### config.mk
export PLATFORM = sky130hd
export DESIGN_NAME = int_responder
export DESIGN_NICKNAME = d
export VERILOG_FILES = /design/src/rtl/int_responder.sv
export SDC_FILE = /design/constraint.sdc
export NUM_CORES = 1
export LEC_CHECK = 0
export CORE_ASPECT_RATIO = 0.8
export CORE_MARGIN = 2
export CORE_UTILIZATION = 33
export DETAILED_ROUTE_END_ITERATION = 8
export PLACE_DENSITY_LB_ADDON = 0.15
export SLEW_MARGIN = 10
export SYNTH_ARGS = -nofsm -noshare
export SYNTH_HDL_FRONTEND = slang
export SYNTH_SLANG_ARGS = --single-unit
### constraint.sdc
create_clock -name clk -period 5.03 [get_ports clk]
set_input_delay 1.509 -clock clk [delete_from_list [all_inputs] [get_ports clk]]
set_output_delay 1.509 -clock clk [all_outputs]
set_load 0.01 [all_outputs]
### src/rtl/int_responder.sv
// int_responder: queues trig-edge/periodic interrupt events, presents them one at a time on interrupt, retires them on an ack store
// Ports: clk, reset (sync, active-high), trig (rising edge queues an event),
//   m_int_addr/m_int_byteen (bridge store; ack when it hits ACK_ADDR's word while asserting),
//   interrupt (level to HWInt[2]), pending (queued events, saturating), ack_cnt (valid acks, wraps),
//   spurious (sticky: ack-shaped store outside ASSERT), timeout (sticky: event dropped by timeout).
// Optional feature macro INT_TIMEOUT_EN: auto-drop an event left unacknowledged for TIMEOUT cycles.
`timescale 1ns/1ps
module int_responder #(
  parameter logic [31:0] ACK_ADDR = 32'h0000_7F20,
  parameter int PERIOD = 0,
  parameter int HOLDOFF = 2,
  parameter int PEND_W = 4,
  parameter int TIMEOUT = 64
) (
  input  logic              clk,
  input  logic              reset,
  input  logic              trig,
  input  logic [31:0]       m_int_addr,
  input  logic [3:0]        m_int_byteen,
  output logic              interrupt,
  output logic [PEND_W-1:0] pending,
  output logic [15:0]       ack_cnt,
  output logic              spurious,
  output logic              timeout
);
  localparam int PW = PERIOD > 1 ? $clog2(PERIOD) : 1;
  localparam int HW = HOLDOFF > 1 ? $clog2(HOLDOFF) : 1;
  typedef enum logic [1:0] {S_IDLE, S_ASSERT, S_HOLD} state_t;
  state_t state, state_nx;
  logic [HW-1:0] hold_cnt, hold_nx;
  logic [PW-1:0] per_cnt;
  logic trig_q, trig_edge, tick, ack_hit, ack_ok, drop;
  logic [PEND_W+1:0] sum;
  logic [PEND_W-1:0] pending_nx;
  assign trig_edge = trig & ~trig_q;
  assign tick = (PERIOD > 0) && (per_cnt == PW'(PERIOD - 1));
  // Forcing the two byte-offset bits on both sides compares the word address only.
  assign ack_hit = (|m_int_byteen) && ((m_int_addr | 32'h3) == (ACK_ADDR | 32'h3));
  assign ack_ok = ack_hit && state == S_ASSERT;
  assign interrupt = state == S_ASSERT;
`ifdef INT_TIMEOUT_EN
  localparam int TW = $clog2(TIMEOUT + 1);
  logic [TW-1:0] asrt_cnt;
  logic to_flag;
  // An ack in the last allowed cycle takes priority over the drop.
  assign drop = state == S_ASSERT && !ack_ok && asrt_cnt == TW'(TIMEOUT - 1);
  assign timeout = to_flag;
  always_ff @(posedge clk) begin
    if (reset) begin
      asrt_cnt <= '0;
      to_flag <= 1'b0;
    end else begin
      asrt_cnt <= state == S_ASSERT ? asrt_cnt + 1'b1 : '0;
      to_flag <= to_flag | drop;
    end
  end
`else
  assign drop = 1'b0;
  assign timeout = 1'b0;
`endif
  // Two spare bits let the sum go above the saturation point or below zero before clamping.
  assign sum = {2'b00, pending} + (PEND_W+2)'(trig_edge) + (PEND_W+2)'(tick) - (PEND_W+2)'(ack_ok | drop);
  assign pending_nx = sum[PEND_W+1] ? '0 : sum[PEND_W] ? '1 : sum[PEND_W-1:0];
  always_comb begin
    state_nx = state;
    hold_nx = hold_cnt;
    case (state)
      S_IDLE: state_nx = pending != '0 ? S_ASSERT : S_IDLE;
      S_ASSERT:
        if (ack_ok || drop) begin
          state_nx = HOLDOFF > 0 ? S_HOLD : S_IDLE;
          hold_nx = HW'(HOLDOFF - 1);
        end
      S_HOLD: begin
        state_nx = hold_cnt == '0 ? S_IDLE : S_HOLD;
        hold_nx = hold_cnt == '0 ? hold_cnt : hold_cnt - 1'b1;
      end
      default: state_nx = S_IDLE;
    endcase
  end
  always_ff @(posedge clk) begin
    if (reset) begin
      state <= S_IDLE;
      hold_cnt <= '0;
      per_cnt <= '0;
      trig_q <= 1'b0;
      pending <= '0;
      ack_cnt <= '0;
      spurious <= 1'b0;
    end else begin
      state <= state_nx;
      hold_cnt <= hold_nx;
      per_cnt <= (PERIOD == 0 || tick) ? '0 : per_cnt + 1'b1;
      trig_q <= trig;
      pending <= pending_nx;
      ack_cnt <= ack_cnt + 16'(ack_ok);
      spurious <= spurious | (ack_hit && state != S_ASSERT);
    end
  end
endmodule

==> flow_summary.toml <==
[pwr]
sw_frac_of_total = 0.302
p_clk_frac = 0.205
max-vdd-ir-drop_uv = 270
pwr-share-seq = 0.410
p_leak_nw = 0.731
p_comb_frac = 0.385
p_int_mw = 0.394
power_per_cell_area_nw_per_um2 = 293
power_switching_mw = 0.171

[sta]
timing.slew.headroom = 0.477
post-route-min-period_ns = 4.43
setup_viol = 0
worst_slew_pin_slew_ns = 0.781
setup-tns-final_ns = 0
maxSlewViolCount = 0
period_share = 0.880
finalHoldViolCount = 0
fmax_ghz = 0.226
fin_hold_ws_ns = 0.478
rsz0062_at_grt = "no"
skew_ns = 0.00194

[die]
die_h_um = 59.6
die_area_sq_um = 4380
boundaryPins = 62
placementRows = 20
core_sq_um = 3750
die_x_um = 73.5
start_util = 0.339

[worst_setup_path]
arrival_ns = 4.57
r2r-end = "pending[2]"
worstPathMaxFanout = 4
crit_required_ns = 5.17
r2r-start = "state[0]"
crit_start = "m_int_addr[19]"
critPathKind = "input port to flip-flop"
end_kind = "flip-flop"
ff2ff_setup_slack_ns = 2.42
cp-start-kind = "input port"
rr_worst_depth = 12

[yosys]
synth_area_leader_cell = "dfxtp_1"
synth_cell_types = 35
synth.area.top_cells = "dfxtp_1, ha_1, xor2_1"
synth_area_per_cell_sq_um = 9.10
synth_edf_count = 0
synth_nets = 188
synthArstFlopShare = 0
ys_top_cells_by_count = "dfxtp_1, nor2_1, inv_1"
yosys_most_used_dff = "dfxtp_1"
yosysWarnings = 0
synth_area_sq_um = 1270
synth_top_area_frac = 0.393
syn-instance-count = 140
synth.most_common_cell = "dfxtp_1"
ys_seq_area_frac = 0.393
synth_seq_cells = 25

[clock_tree]
clock-root-buffer = "clkbuf_8"
cts.sinks = 25
cts_inserted_buffers = 3
clk_path_buf_depth = 2
clk_pin_slew_ns = 0.08
cts_tree = "built"
post_cts_buffers = 0
ctsHoldBuffers = 0
cts-resized-gates = 0
clock_latency_ns = 0.26
htree_levels = 1

[global_routing]
grt_remaining_overflow = 0
antenna_found_initial = 0
globalRouteTotalUtil = 0.144
grt_first_pass_wirelength_um = 4890
grt_pass1_vias = 1104
grt_max_degree = 23

[status]
status = "completed"

[hold_path]
holdPathEnd = "spurious"
min_path_cells = 1
min_from = "spurious"
hold_class = "flip-flop to flip-flop"

[detailed_routing]
postRouteAntennaNets = 0
wl_per_cell_um = 12.3
drt-total-wl_um = 2970
initialDrtViolationCount = 16
dr.pass1.iters = 4
drc = 0
viasPerCell = 4.87
vias = 1178

[cells_and_area]
drive_above_1_share = 0.0303
antenna_cells = 0
area_growth_syn_to_layout_pct = 51.4
finalCoreUtilization = 0.514
nFillCells = 344
final_cell_area_sq_um = 1930
fin_cells = 242
fin_nets = 247

[placement]
dp.cells = 238
gp_congestion = 0.784
portBuffers = 58
dpl.hpwl_um = 2450
placed_area_sq_um = 1880

[run]
cap_violations = 0
==> per-stage QoR <==
stage | worst slack [ns] | power (mW)
after global routing | 0.328 | 0.607
after global placement | 0.355 | 0.446
final | 0.601 | 0.565
after detailed placement | 0.289 | 0.456
after CTS | 0.568 | 0.576
after floorplan | 0.983 | 0.367
==> worst max-delay path: stages <==
cell             delay, ns
clkdlybuf4s50_1       0.39
or4_1                 0.55
nor3_2                0.27
nand4_1               0.19
inv_1                 0.13
ha_1                  0.23
inv_1                 0.06
ha_1                  0.16
inv_1                 0.05
fa_1                  0.38
nand2b_1              0.16
a21oi_1               0.16
xnor2_1               0.19
a21boi_0              0.14
==> metal layers <==
| layer | vias to the layer above | wire length, um | GRT usage |
|---|---|---|---|
| li1 | 603 | - | - |
| met1 | 560 | 1290 | 0.167 |
| met2 | 13 | 1560 | 0.269 |
| met3 | 2 | 96 | 0.0357 |
| met4 | 0 | 18 | 0.0234 |
| met5 | - | 0 | 0 |
==> sequential cells by signal, summed over array words and instances (netlist names) <==
name	flops
state	2
trig_q	1
ack_cnt	16
pending	4
spurious	1
hold_cnt	1
==> cell usage in the layout (no fill, tap or decap) <==
cell	instances
nor4_1	2
nor4b_1	3
or4b_2	1
o21ai_0	3
nand4_1	7
nand2b_1	2
and2_1	3
nand3_1	5
clkdlybuf4s50_1	58
nor2_1	12
a21boi_0	4
inv_1	11
or3_1	2
dfxtp_1	25
and3_1	1
o31ai_1	2
xnor2_1	4
nor3_2	1
and4_1	2
or4_1	4
conb_1	1
nand2_4	1
xor2_1	9
nand2_1	3
ha_1	8
fa_1	1
a31oi_1	1
nand3b_1	1
a21oi_1	9
clkbuf_8	3
a32o_1	1
a21o_1	1
clkbuf_1	1
nor3b_1	1
nor2b_1	5
==> area by class of cell <==
class                      instances  area [sq um]  area share
timing repair buffer              58           581       0.301
tap                               44          55.1      0.0286
multi-input combinational        100           706       0.366
inverter                          11          41.3      0.0214
clock buffer                       4          45.0      0.0234
sequential                        25           500       0.260
==> power groups by stage <==
stage | Combinational (mW) | Sequential [mW] | Clock (mW)
2_1_floorplan | 0.128 | 0.239 | 0
3_3_place_gp | 0.211 | 0.235 | 0
3_5_place_dp | 0.219 | 0.237 | 0
4_1_cts | 0.221 | 0.233 | 0.123
5_1_grt | 0.244 | 0.235 | 0.128
6_report | 0.217 | 0.232 | 0.116
==> worst max path at each step <==
stage / endpoint / slack [ns] / cells past startpoint
after floorplan: pending[2] / 0.98 / 13
after global placement: pending[3] / 0.35 / 14
after detailed placement: pending[2] / 0.29 / 14
after CTS: pending[2] / 0.57 / 14
after global routing: pending[3] / 0.33 / 14
final: pending[2] / 0.60 / 14
==> logic make-up after synthesis <==
family | after synthesis | share of synthesized area
simple gates | 56 | 0.266
flops | 25 | 0.393
other cells | 1 | 0.00294
compound gates | 21 | 0.101
buf+inv | 15 | 0.0530
fa+ha+maj | 9 | 0.0943
xor+xnor | 13 | 0.0894
Note: power is estimated with default switching activity, not from simulation.
